**config.mk**
```make
export PLATFORM = sky130hd
export DESIGN_NAME = button_frontend_flat
export DESIGN_NICKNAME = d
export VERILOG_FILES = /design/src/rtl/button_frontend_pkg.sv /design/src/rtl/button_frontend_if.sv /design/src/rtl/button_frontend_debounce_ch.sv /design/src/rtl/button_frontend.sv /design/src/flat_wrapper.sv
export SDC_FILE = /design/constraint.sdc
export NUM_CORES = 1
export LEC_CHECK = 0
export ABC_AREA = 1
export CORE_MARGIN = 3
export CORE_UTILIZATION = 50
export DETAILED_ROUTE_END_ITERATION = 16
export GPL_TIMING_DRIVEN = 0
export HOLD_SLACK_MARGIN = 0.03
export PLACE_DENSITY_LB_ADDON = 0.08
export SKIP_CTS_REPAIR_TIMING = 1
export SLEW_MARGIN = 20
export SYNTH_ARGS = -nofsm -noshare
export SYNTH_HDL_FRONTEND = slang
export SYNTH_HIERARCHICAL = 1
export SYNTH_SLANG_ARGS = --single-unit
```
**constraint.sdc**
```tcl
create_clock -name clk -period 1.89 [get_ports clk]
set_input_delay 0.378 -clock clk [delete_from_list [all_inputs] [get_ports clk]]
set_output_delay 0.378 -clock clk [all_outputs]
set_load 0.01 [all_outputs]
```
**src/rtl/button_frontend_pkg.sv**
```systemverilog
// Shared types and constants for the push-button front end.
//   btn_state_t : per-channel debounce FSM state
//   BTN_*       : bit index of each board button in the NBTN-wide vectors
package button_pkg;

  typedef enum logic [1:0] {
    REL    = 2'd0,
    P_WAIT = 2'd1,
    HELD   = 2'd2,
    R_WAIT = 2'd3
  } btn_state_t;

  localparam int unsigned BTN_L = 0;
  localparam int unsigned BTN_R = 1;
  localparam int unsigned BTN_U = 2;
  localparam int unsigned BTN_D = 3;
  localparam int unsigned BTN_C = 4;

endpackage

```
**src/rtl/button_frontend_if.sv**
```systemverilog
// Button bundle between board pins, the front end and core.
//   btn_raw : raw asynchronous pins, 1 = pressed
//   btn     : debounced level
//   btn_dn  : 1-cycle pulse on accepted press
//   btn_up  : 1-cycle pulse on accepted release
//   btn_rep : 1-cycle auto-repeat pulse while held
// master = board/core side (drives pins), slave = button_frontend.
interface button_frontend_if #(
  parameter int unsigned NBTN = 5
) ();
  logic [NBTN-1:0] btn_raw;
  logic [NBTN-1:0] btn;
  logic [NBTN-1:0] btn_dn;
  logic [NBTN-1:0] btn_up;
  logic [NBTN-1:0] btn_rep;

  modport master (output btn_raw, input btn, btn_dn, btn_up, btn_rep);
  modport slave  (input btn_raw, output btn, btn_dn, btn_up, btn_rep);
endinterface

```
**src/rtl/button_frontend_debounce_ch.sv**
```systemverilog
// One button channel: 2-FF synchroniser, counter debounce FSM, edge pulses
// and auto-repeat.
//   clk, rst : clock, synchronous active-high reset
//   raw      : asynchronous raw pin
//   btn      : debounced level
//   btn_dn   : press pulse
//   btn_up   : release pulse
//   btn_rep  : repeat pulse while held
module button_debounce_ch
  import button_pkg::*;
#(
  parameter int unsigned DEBOUNCE_CYC = 400000,
  parameter int unsigned REPEAT_DLY   = 20000000,
  parameter int unsigned REPEAT_PER   = 4000000
) (
  input  logic clk,
  input  logic rst,
  input  logic raw,
  output logic btn,
  output logic btn_dn,
  output logic btn_up,
  output logic btn_rep
);

  localparam int unsigned CW = $clog2(DEBOUNCE_CYC);
  localparam int unsigned HW = $clog2(REPEAT_DLY + 1);

  localparam logic [CW-1:0] CNT_ONE     = CW'(1);
  localparam logic [CW-1:0] CNT_LAST    = CW'(DEBOUNCE_CYC - 1);
  localparam logic [HW-1:0] HOLD_ONE    = HW'(1);
  localparam logic [HW-1:0] HOLD_DLY    = HW'(REPEAT_DLY);
  localparam logic [HW-1:0] HOLD_RELOAD = HW'(REPEAT_DLY - REPEAT_PER + 1);

  logic          s1_q, s1_d, s2_q, s2_d;
  btn_state_t    state_q, state_d;
  logic [CW-1:0] cnt_q, cnt_d;
  logic [HW-1:0] hold_q, hold_d, hold_next;
  logic          btn_q, btn_d, btn_dn_q, btn_dn_d;
  logic          btn_up_q, btn_up_d, btn_rep_q, btn_rep_d;

  assign s1_d = raw;
  assign s2_d = s1_q;

  // Reloading just past the first repeat point gives a REPEAT_PER period
  // and keeps hold from ever wrapping.
  assign hold_next = (hold_q == HOLD_DLY) ? HOLD_RELOAD : hold_q + HOLD_ONE;

  always_ff @(posedge clk) begin
    if (rst) begin
      s1_q      <= 1'b0;
      s2_q      <= 1'b0;
      state_q   <= REL;
      cnt_q     <= '0;
      hold_q    <= '0;
      btn_q     <= 1'b0;
      btn_dn_q  <= 1'b0;
      btn_up_q  <= 1'b0;
      btn_rep_q <= 1'b0;
    end else begin
      s1_q      <= s1_d;
      s2_q      <= s2_d;
      state_q   <= state_d;
      cnt_q     <= cnt_d;
      hold_q    <= hold_d;
      btn_q     <= btn_d;
      btn_dn_q  <= btn_dn_d;
      btn_up_q  <= btn_up_d;
      btn_rep_q <= btn_rep_d;
    end
  end

  always_comb begin
    state_d = state_q;
    cnt_d   = '0;
    hold_d  = '0;
    case (state_q)
      REL: begin
        if (s2_q) begin
          state_d = P_WAIT;
          cnt_d   = CNT_ONE;
        end
      end
      P_WAIT: begin
        if (!s2_q) begin
          state_d = REL;
        end else if (cnt_q == CNT_LAST) begin
          state_d = HELD;
        end else begin
          cnt_d = cnt_q + CNT_ONE;
        end
      end
      HELD: begin
        hold_d = hold_next;
        if (!s2_q) begin
          state_d = R_WAIT;
          cnt_d   = CNT_ONE;
        end
      end
      R_WAIT: begin
        if (s2_q) begin
          state_d = HELD;
          hold_d  = hold_next;
        end else if (cnt_q == CNT_LAST) begin
          state_d = REL;
        end else begin
          cnt_d  = cnt_q + CNT_ONE;
          hold_d = hold_next;
        end
      end
      default: state_d = REL;
    endcase
  end

  always_comb begin
    btn_d     = (state_d == HELD) || (state_d == R_WAIT);
    btn_dn_d  = (state_q == P_WAIT) && (state_d == HELD);
    btn_up_d  = (state_q == R_WAIT) && (state_d == REL);
    btn_rep_d = btn_d && (hold_d == HOLD_DLY);
  end

  assign btn     = btn_q;
  assign btn_dn  = btn_dn_q;
  assign btn_up  = btn_up_q;
  assign btn_rep = btn_rep_q;

endmodule

```
**src/rtl/button_frontend.sv**
```systemverilog
// Conditions the raw board push-buttons (L/R/U/D/C) for core: one
// independent debounce/repeat channel per button, all on the pixel clock.
//   clk : pixel clock
//   rst : synchronous active-high reset
//   bus : button bundle (slave side): btn_raw in; btn/btn_dn/btn_up/btn_rep out
module button_frontend
  import button_pkg::*;
#(
  parameter int unsigned NBTN         = 5,
  parameter int unsigned DEBOUNCE_CYC = 400000,
  parameter int unsigned REPEAT_DLY   = 20000000,
  parameter int unsigned REPEAT_PER   = 4000000
) (
  input  logic                     clk,
  input  logic                     rst,
  button_frontend_if.slave         bus
);

  if (DEBOUNCE_CYC < 2) begin : g_chk_deb
    $error("DEBOUNCE_CYC must be >= 2");
  end
  if (REPEAT_PER < 1) begin : g_chk_per
    $error("REPEAT_PER must be >= 1");
  end
  if (REPEAT_DLY < REPEAT_PER) begin : g_chk_dly
    $error("REPEAT_DLY must be >= REPEAT_PER");
  end

  logic [NBTN-1:0] btn_v, btn_dn_v, btn_up_v, btn_rep_v;

  for (genvar i = 0; i < NBTN; i++) begin : g_ch
    button_debounce_ch #(
      .DEBOUNCE_CYC (DEBOUNCE_CYC),
      .REPEAT_DLY   (REPEAT_DLY),
      .REPEAT_PER   (REPEAT_PER)
    ) u_ch (
      .clk     (clk),
      .rst     (rst),
      .raw     (bus.btn_raw[i]),
      .btn     (btn_v[i]),
      .btn_dn  (btn_dn_v[i]),
      .btn_up  (btn_up_v[i]),
      .btn_rep (btn_rep_v[i])
    );
  end

  assign bus.btn     = btn_v;
  assign bus.btn_dn  = btn_dn_v;
  assign bus.btn_up  = btn_up_v;
  assign bus.btn_rep = btn_rep_v;

endmodule
```
**src/flat_wrapper.sv**
```systemverilog
// flat-port wrapper written by rule: the top's interface ports become plain ports
module button_frontend_flat import button_pkg::*;
#(
  parameter int unsigned NBTN         = 5,
  parameter int unsigned DEBOUNCE_CYC = 400000,
  parameter int unsigned REPEAT_DLY   = 20000000,
  parameter int unsigned REPEAT_PER   = 4000000
)
  (clk, rst, bus_btn_raw, bus_btn, bus_btn_dn, bus_btn_up, bus_btn_rep);
  button_frontend_if #(.NBTN(NBTN)) bus_i ();
  input  logic clk;
  input  logic rst;
  input wire logic [$bits(bus_i.btn_raw)-1:0] bus_btn_raw;
  output wire logic [$bits(bus_i.btn)-1:0] bus_btn;
  output wire logic [$bits(bus_i.btn_dn)-1:0] bus_btn_dn;
  output wire logic [$bits(bus_i.btn_up)-1:0] bus_btn_up;
  output wire logic [$bits(bus_i.btn_rep)-1:0] bus_btn_rep;
  assign bus_i.btn_raw = bus_btn_raw;
  assign bus_btn = bus_i.btn;
  assign bus_btn_dn = bus_i.btn_dn;
  assign bus_btn_up = bus_i.btn_up;
  assign bus_btn_rep = bus_i.btn_rep;
  button_frontend #(.NBTN(NBTN), .DEBOUNCE_CYC(DEBOUNCE_CYC), .REPEAT_DLY(REPEAT_DLY), .REPEAT_PER(REPEAT_PER)) u_core (.clk(clk), .rst(rst), .bus(bus_i));
endmodule
```
==> results of run 1 <==
-- cells by family (layout without fill, tap and decap cells) --
| logic type | count (synthesis) | in the layout | share of synthesized area |
|---|---|---|---|
| simple gates | 1321 | 1321 | 0.436 |
| buf+inv | 273 | 390 | 0.0763 |
| flops | 256 | 256 | 0.374 |
| compound gates | 142 | 142 | 0.0583 |
| xor+xnor | 66 | 66 | 0.0421 |
| fa+ha+maj | 15 | 15 | 0.0137 |
-- power breakdown --
part,internal [mW],total (mW),switching [mW],leakage [nW]
clock network,3.56,5.79,2.23,0.498
registers,5.40,5.41,0.0108,2.09
logic,0.0264,0.0738,0.0474,3.51
total,8.99,11.3,2.29,6.09
-- metrics by stage --
| stage | hold slack (ns) | power (mW) | cells |
|---|---|---|---|
| floorplan | 0.388 | 5.57 | 2073 |
| global placement | 0.389 | 5.60 | 2434 |
| detailed placement | 0.392 | 5.61 | 2435 |
| CTS | 0.244 | 11.5 | 2488 |
| global route | 0.265 | 11.6 | 2525 |
| finish | 0.269 | 11.3 | 2525 |
-- worst max-delay path: stages (launching register included) --
cell                      delay, ns
sky130_fd_sc_hd__dfxtp_4       0.38
sky130_fd_sc_hd__ha_4          0.14
sky130_fd_sc_hd__nand2_2       0.07
sky130_fd_sc_hd__nor2_4        0.22
sky130_fd_sc_hd__nand3_2       0.16
sky130_fd_sc_hd__nor2_2        0.20
sky130_fd_sc_hd__nand2_1       0.09
sky130_fd_sc_hd__nand2_1       0.09
sky130_fd_sc_hd__nand3_1       0.07
sky130_fd_sc_hd__nor2_1        0.14
sky130_fd_sc_hd__nand3_2       0.11
sky130_fd_sc_hd__nor2_1        0.09
-- synthesized netlist by cell type, types with 6 or more instances --
| master | n |
|---|---|
| sky130_fd_sc_hd__a21oi_1 | 80 |
| sky130_fd_sc_hd__a31oi_1 | 6 |
| sky130_fd_sc_hd__and2_1 | 8 |
| sky130_fd_sc_hd__dfxtp_1 | 256 |
| sky130_fd_sc_hd__ha_1 | 15 |
| sky130_fd_sc_hd__inv_1 | 247 |
| sky130_fd_sc_hd__inv_2 | 11 |
| sky130_fd_sc_hd__nand2_1 | 494 |
| sky130_fd_sc_hd__nand2_2 | 25 |
| sky130_fd_sc_hd__nand3_1 | 151 |
| sky130_fd_sc_hd__nand3_2 | 11 |
| sky130_fd_sc_hd__nand3b_1 | 23 |
| sky130_fd_sc_hd__nand4_1 | 42 |
| sky130_fd_sc_hd__nor2_1 | 452 |
| sky130_fd_sc_hd__nor2_2 | 9 |
| sky130_fd_sc_hd__nor2_4 | 29 |
| sky130_fd_sc_hd__nor3_1 | 46 |
| sky130_fd_sc_hd__nor3_2 | 6 |
| sky130_fd_sc_hd__o21ai_0 | 32 |
| sky130_fd_sc_hd__o21bai_1 | 10 |
| sky130_fd_sc_hd__xnor2_1 | 22 |
| sky130_fd_sc_hd__xor2_1 | 44 |
-- sequential cells by signal (all words and copies together) (netlist names) --
register,flops
u_core/g_ch.u_ch/state_q,10
u_core/g_ch.u_ch/cnt_q,95
u_core/g_ch.u_ch/s2_q,5
u_core/g_ch.u_ch/s1_q,5
u_core/g_ch.u_ch/hold_q,125
u_core/g_ch.u_ch/btn,1
u_core/g_ch.u_ch/btn_dn,5
u_core/g_ch.u_ch/btn_up,5
u_core/g_ch.u_ch/btn_rep,5
-- metal layers --
metal	GRT usage	vias up	share of wire
met5	0	-	0
li1	-	6750	-
met2	0.337	258	0.46
met4	0.0612	0	0.022
met1	0.282	5809	0.47
met3	0.0292	58	0.043
-- path summary, 6_finish.rpt --
path / startpoint / to / slack [ns]
max: u_core/g_ch[3].u_ch/hold_q[0] / u_core/g_ch[3].u_ch/btn_rep / 0.05
min: rst / u_core/g_ch[0].u_ch/s1_q / 0.27
max reg2reg: u_core/g_ch[3].u_ch/hold_q[0] / u_core/g_ch[3].u_ch/btn_rep / 0.05
min reg2reg: u_core/g_ch[2].u_ch/s1_q / u_core/g_ch[2].u_ch/s2_q / 0.40
-- area by class of cell --
cell class,instances,share of cell area
multi-input combinational,1544,0.492
inverter,262,0.0600
buffer,11,0.00640
sequential,256,0.316
timing repair buffer,64,0.0394
clock buffer,39,0.0495
tap,335,0.0255
clock inverter,14,0.0112
==> reports/metrics.yaml, run 1 <==
outcome:
  run_status: "finished, final reports clean"
drt:
  dr_total_vias: 12875
  drt_total_wl_mm: 31.7
  drt-vias-per-instance: 5.10
  wire_per_inst_um: 12.6
  iteration_count_of_the_initial_detailed_routing_pass: 5
  detail-route-antenna-nets: 0
  drt-initial-drc-count: 832
  drt_drc_violations_left: 0
worst_setup_path:
  timing.setup.critical_path_class: "reg2reg"
  critPathCaptureType: "flop"
  worst-path-max-fanout: 6
  worst_ep_arrival_time_ns: 2.32
  r2r.worst_path.cells: 11
  setup.worst_path.start_class: "flop"
  crit_required_ns: 2.37
timing:
  share_of_the_clock_period_used_by_the_worst_path: 0.973
  timing.clock.skew_ns: 0.0131
  final-setup-viol-count: 0
  max_clock_freq_mhz: 544
  grt_setup_unrepaired: "true"
  finalHoldViolations: 0
  fin_tns_setup_ns: 0
  finalMaxSlewViolations: 0
  setup_slack_ns: 0.0501
  maxSlewHeadroom: 0.697
  timing_worst_slew_pin_value_ns: 0.455
  post-route-min-period_ns: 1.84
min_path:
  holdPathStages: 2
  path_type_of_the_worst_min_delay_path: "in2reg"
place:
  placedInstanceArea_um2: 14400
  preCtsSetupSlack_ns: -0.143
  dpl.hpwl_mm: 23.0
  port_buffers: 26
  finalWeightedCongestion: 0.955
floorplan:
  num_rows: 59
  floorplan_core_area_um2: 26500
  chipWidth_um: 172
  die_y_um: 172
  initial_core_utilization: 0.518
  ioPinCount: 27
  die_area_um2: 29500
grt:
  grt_first_pass_wirelength_mm: 51.5
  grt_antenna_before_repair: 0
  globalRouteTotalUtil: 0.206
  number_of_global_route_vias_before_repair: 11430
  residual_overflow_from_global_routing: 0
  largest_net_degree_at_the_start_of_global_routing: 19
layout:
  layout-drive-gt1-share: 0.163
  seq_area_um2: 5190
  syn2layout_area_growth_pct: 19.8
  fillCellCount: 2444
  post-route-cell-area_um2: 16400
  mostFrequentLayoutCells: "sky130_fd_sc_hd__nand2_1, sky130_fd_sc_hd__nor2_1, sky130_fd_sc_hd__inv_1"
  multi_input_area_um2: 8090
  final_util: 0.620
  design.final.nets: 2190
  inserted_diodes: 0
  final_common_cell: "sky130_fd_sc_hd__nand2_1"
clock_network:
  clock_tree_from_tritoncts: "built"
  clock_tree_buffer_depth: 3
  clock_tree.htree_level_count: 1
  clock_edge_transition_at_the_registers_on_the_reported_setup_and_hold_paths_ns: 0.06
  cts-buffers-inserted: 29
  cts.root.buffer_cell: "sky130_fd_sc_hd__clkbuf_16"
  worstSkewPairLatency_ns: 0.55
  cts_num_sinks: 256
yosys:
  synth-warning-count: 6
  synth_area_per_cell_um2: 6.62
  post_synth_main_area_contributors: "sky130_fd_sc_hd__dfxtp_1, sky130_fd_sc_hd__nand2_1, sky130_fd_sc_hd__nor2_1"
  ys_seq_area_frac: 0.374
  yosys.area.top_type: "sky130_fd_sc_hd__dfxtp_1"
  syn-instance-count: 2073
  synth_top_flop_cell: "sky130_fd_sc_hd__dfxtp_1"
  synth.distinct_cells: 42
  ys_ff_latch: 256
  synth_enable_flop_cells: 0
  async_reset_ff_frac: 0
  netlist.area_leader.share: 0.374
  mapped_cell_area_um2: 13700
  synthesis.nets: 2095
power:
  p_leak_nw: 6.09
  power.density_cell_area_nw_per_um2: 686
  ir_worst_vdd_mv: 0.845
job:
  max_cap_violations: 0
No activity file was read; power rests on OpenSTA's default activity.
==> run 2: changes to the inputs <==
--- a/config.mk
+++ b/config.mk
@@ -12,6 +12,7 @@
 export GPL_TIMING_DRIVEN = 0
 export HOLD_SLACK_MARGIN = 0.03
 export PLACE_DENSITY_LB_ADDON = 0.08
+export RECOVER_POWER = 25
 export SKIP_CTS_REPAIR_TIMING = 1
 export SLEW_MARGIN = 20
 export SYNTH_ARGS = -nofsm -noshare
==> run 2 against run 1 <==
- core utilization fell by 0.099 points
- non-clock buffer count did not move
- die area did not move
- global-route usage did not move
- hold slack improved by 0.070 ns
==> reports/metrics.yaml, run 2 (synthesis results as in run 1) <==
layout:
  mostFrequentLayoutCells: "sky130_fd_sc_hd__nand2_1, sky130_fd_sc_hd__nor2_1, sky130_fd_sc_hd__inv_1"
  design.final.nets: 2190
  max_reg_flops: 125
  multi_input_area_um2: 8070
  final_util: 0.619
  post-route-cell-area_um2: 16400
  fillCellCount: 2445
  final_common_cell: "sky130_fd_sc_hd__nand2_1"
  seq_area_um2: 5190
  final-instance-count-excl-fill: 2525
  inserted_diodes: 0
  layout-drive-gt1-share: 0.159
  largestRegisters: "u_core/g_ch.u_ch/hold_q (125), u_core/g_ch.u_ch/cnt_q (95), u_core/g_ch.u_ch/state_q (10)"
  syn2layout_area_growth_pct: 19.6
  regMostFlops: "u_core/g_ch.u_ch/hold_q"
timing:
  post-route-min-period_ns: 1.84
  setup_slack_ns: 0.0497
  finalHoldViolations: 0
  share_of_the_clock_period_used_by_the_worst_path: 0.974
  timing_worst_slew_pin_value_ns: 1.08
  finalMaxSlewViolations: 0
  hold-worst-slack_ns: 0.340
  grt_setup_unrepaired: "true"
  final-setup-viol-count: 0
  max_clock_freq_mhz: 543
  timing.clock.skew_ns: 0.0126
  fin_tns_setup_ns: 0
  maxSlewHeadroom: 0.281
worst_setup_path:
  critical_path.n_buffers_inverters: 0
  setup.reg_to_reg.worst_slack_ns: 0.05
  cp_cell_sequence: "ha_4 -> nand2_2 -> nor2_4 -> nand3_2 -> nor2_2 -> nand2_1 -> nand2_1 -> nand3_1 -> nor2_1 -> nand3_2 -> nor2_1"
  r2r-end: "u_core/g_ch[3].u_ch/btn_rep"
  timing.setup.critical_path_class: "reg2reg"
  r2r.worst_path.cells: 11
  cp_slowest_cell: "sky130_fd_sc_hd__dfxtp_4"
  critPathCaptureType: "flop"
  timing.critical_path.max_delay_family: "simple AND/OR/NAND/NOR gates"
  rr_startpoint: "u_core/g_ch[3].u_ch/hold_q[0]"
  worst_ep_arrival_time_ns: 2.32
  critical-path-max-stage-delay_ns: 0.38
  crit_required_ns: 2.37
  setup.worst_path.start_class: "flop"
  worst-path-max-fanout: 6
outcome:
  run_status: "finished, final reports clean"
drt:
  iteration_count_of_the_initial_detailed_routing_pass: 5
  wire_per_inst_um: 12.6
  drt_drc_violations_left: 0
  detail-route-antenna-nets: 0
  dr_total_vias: 12841
  drt-initial-drc-count: 848
  drt-vias-per-instance: 5.09
  drt_total_wl_mm: 31.8
grt:
  residual_overflow_from_global_routing: 0
  number_of_global_route_vias_before_repair: 11430
  largest_net_degree_at_the_start_of_global_routing: 19
  grt_first_pass_wirelength_mm: 51.5
  globalRouteTotalUtil: 0.206
  grt_antenna_before_repair: 0
place:
  dpl.hpwl_mm: 23.0
  port_buffers: 26
  placed_cells_incl_taps: 2435
  finalWeightedCongestion: 0.955
  placedInstanceArea_um2: 14400
  preCtsSetupSlack_ns: -0.143
power:
  power.combinational.fraction: 0.006
  power_report.internal_total_mw: 8.99
  overall_power_of_the_completed_layout_mw: 11.3
  power.density_cell_area_nw_per_um2: 688
  clkPwrFrac: 0.514
  netSwitchingFraction: 0.203
  switching_power_mw: 2.29
  ir_worst_vdd_mv: 0.845
  share_seq_of_total_power: 0.480
  p_leak_nw: 6.04
floorplan:
  floorplan_core_area_um2: 26500
  die_y_um: 172
  die_area_um2: 29500
  chipWidth_um: 172
  num_rows: 59
  initial_core_utilization: 0.518
  ioPinCount: 27
clock_network:
  clock_tree.htree_level_count: 1
  clock_edge_transition_at_the_registers_on_the_reported_setup_and_hold_paths_ns: 0.06
  cts_num_sinks: 256
  cts-buffers-inserted: 29
  clock_tree_buffer_depth: 3
  worstSkewPairLatency_ns: 0.55
  clock_tree_from_tritoncts: "built"
  cts.root.buffer_cell: "sky130_fd_sc_hd__clkbuf_16"
min_path:
  worst_hold_startpoint: "bus_btn_raw[1]"
  path_type_of_the_worst_min_delay_path: "in2reg"
  holdPathStages: 3
  whs_endpoint: "u_core/g_ch[1].u_ch/s1_q"
job:
  max_cap_violations: 0
-- run 2: cell count changes in the layout (fill, tap and decap cells not counted), sizes merged --
cell / change
dlygate4sd3: +2
clkdlybuf4s50: -2
clkbuf: +1
dlymetal6s2s: -3
buf: -1
clkdlybuf4s25: +3
-- run 2: area by class of cell --
type	instances	area share
Buffer	11	0.00641
Clock buffer	39	0.0496
Clock inverter	14	0.0112
Inverter	262	0.0601
Multi-Input combinational cell	1544	0.492
Sequential cell	256	0.316
Tap cell	335	0.0256
Timing Repair Buffer	64	0.0390
-- run 2: power groups by stage --
stage	Combinational, mW	Sequential (mW)	Clock [mW]
floorplan	0.0290	5.54	0
global placement	0.0619	5.54	0
detailed placement	0.0684	5.54	0
CTS	0.0692	5.42	5.98
global route	0.0811	5.41	6.15
finish	0.0728	5.41	5.79
-- run 2: how the worst max path moves through the flow --
stage | start | end | depth (start not counted)
CTS | u_core/g_ch[0].u_ch/cnt_q[0] | u_core/g_ch[0].u_ch/hold_q[9] | 11
global placement | rst | u_core/g_ch[4].u_ch/cnt_q[8] | 7
global route | u_core/g_ch[3].u_ch/hold_q[0] | u_core/g_ch[3].u_ch/btn_rep | 11
detailed placement | u_core/g_ch[0].u_ch/cnt_q[0] | u_core/g_ch[0].u_ch/hold_q[9] | 11
floorplan | u_core/g_ch[0].u_ch/cnt_q[0] | u_core/g_ch[0].u_ch/hold_q[9] | 11
finish | u_core/g_ch[3].u_ch/hold_q[0] | u_core/g_ch[3].u_ch/btn_rep | 11
-- run 2: worst reg2reg max path, delay by kind of cell, from the launching register on --
| kind | cells | cell delay [ns] |
|---|---|---|
| DFF | 1 | 0.38 |
| adders and majority gates | 1 | 0.14 |
| and+or+nand+nor | 10 | 1.25 |
-- run 2: routing by layer --
metal	global-route usage	vias to the layer above	share of wire
met3	0.0292	56	0.043
met2	0.337	259	0.46
met4	0.0612	0	0.022
met1	0.282	5780	0.47
li1	-	6746	-
met5	0	-	0
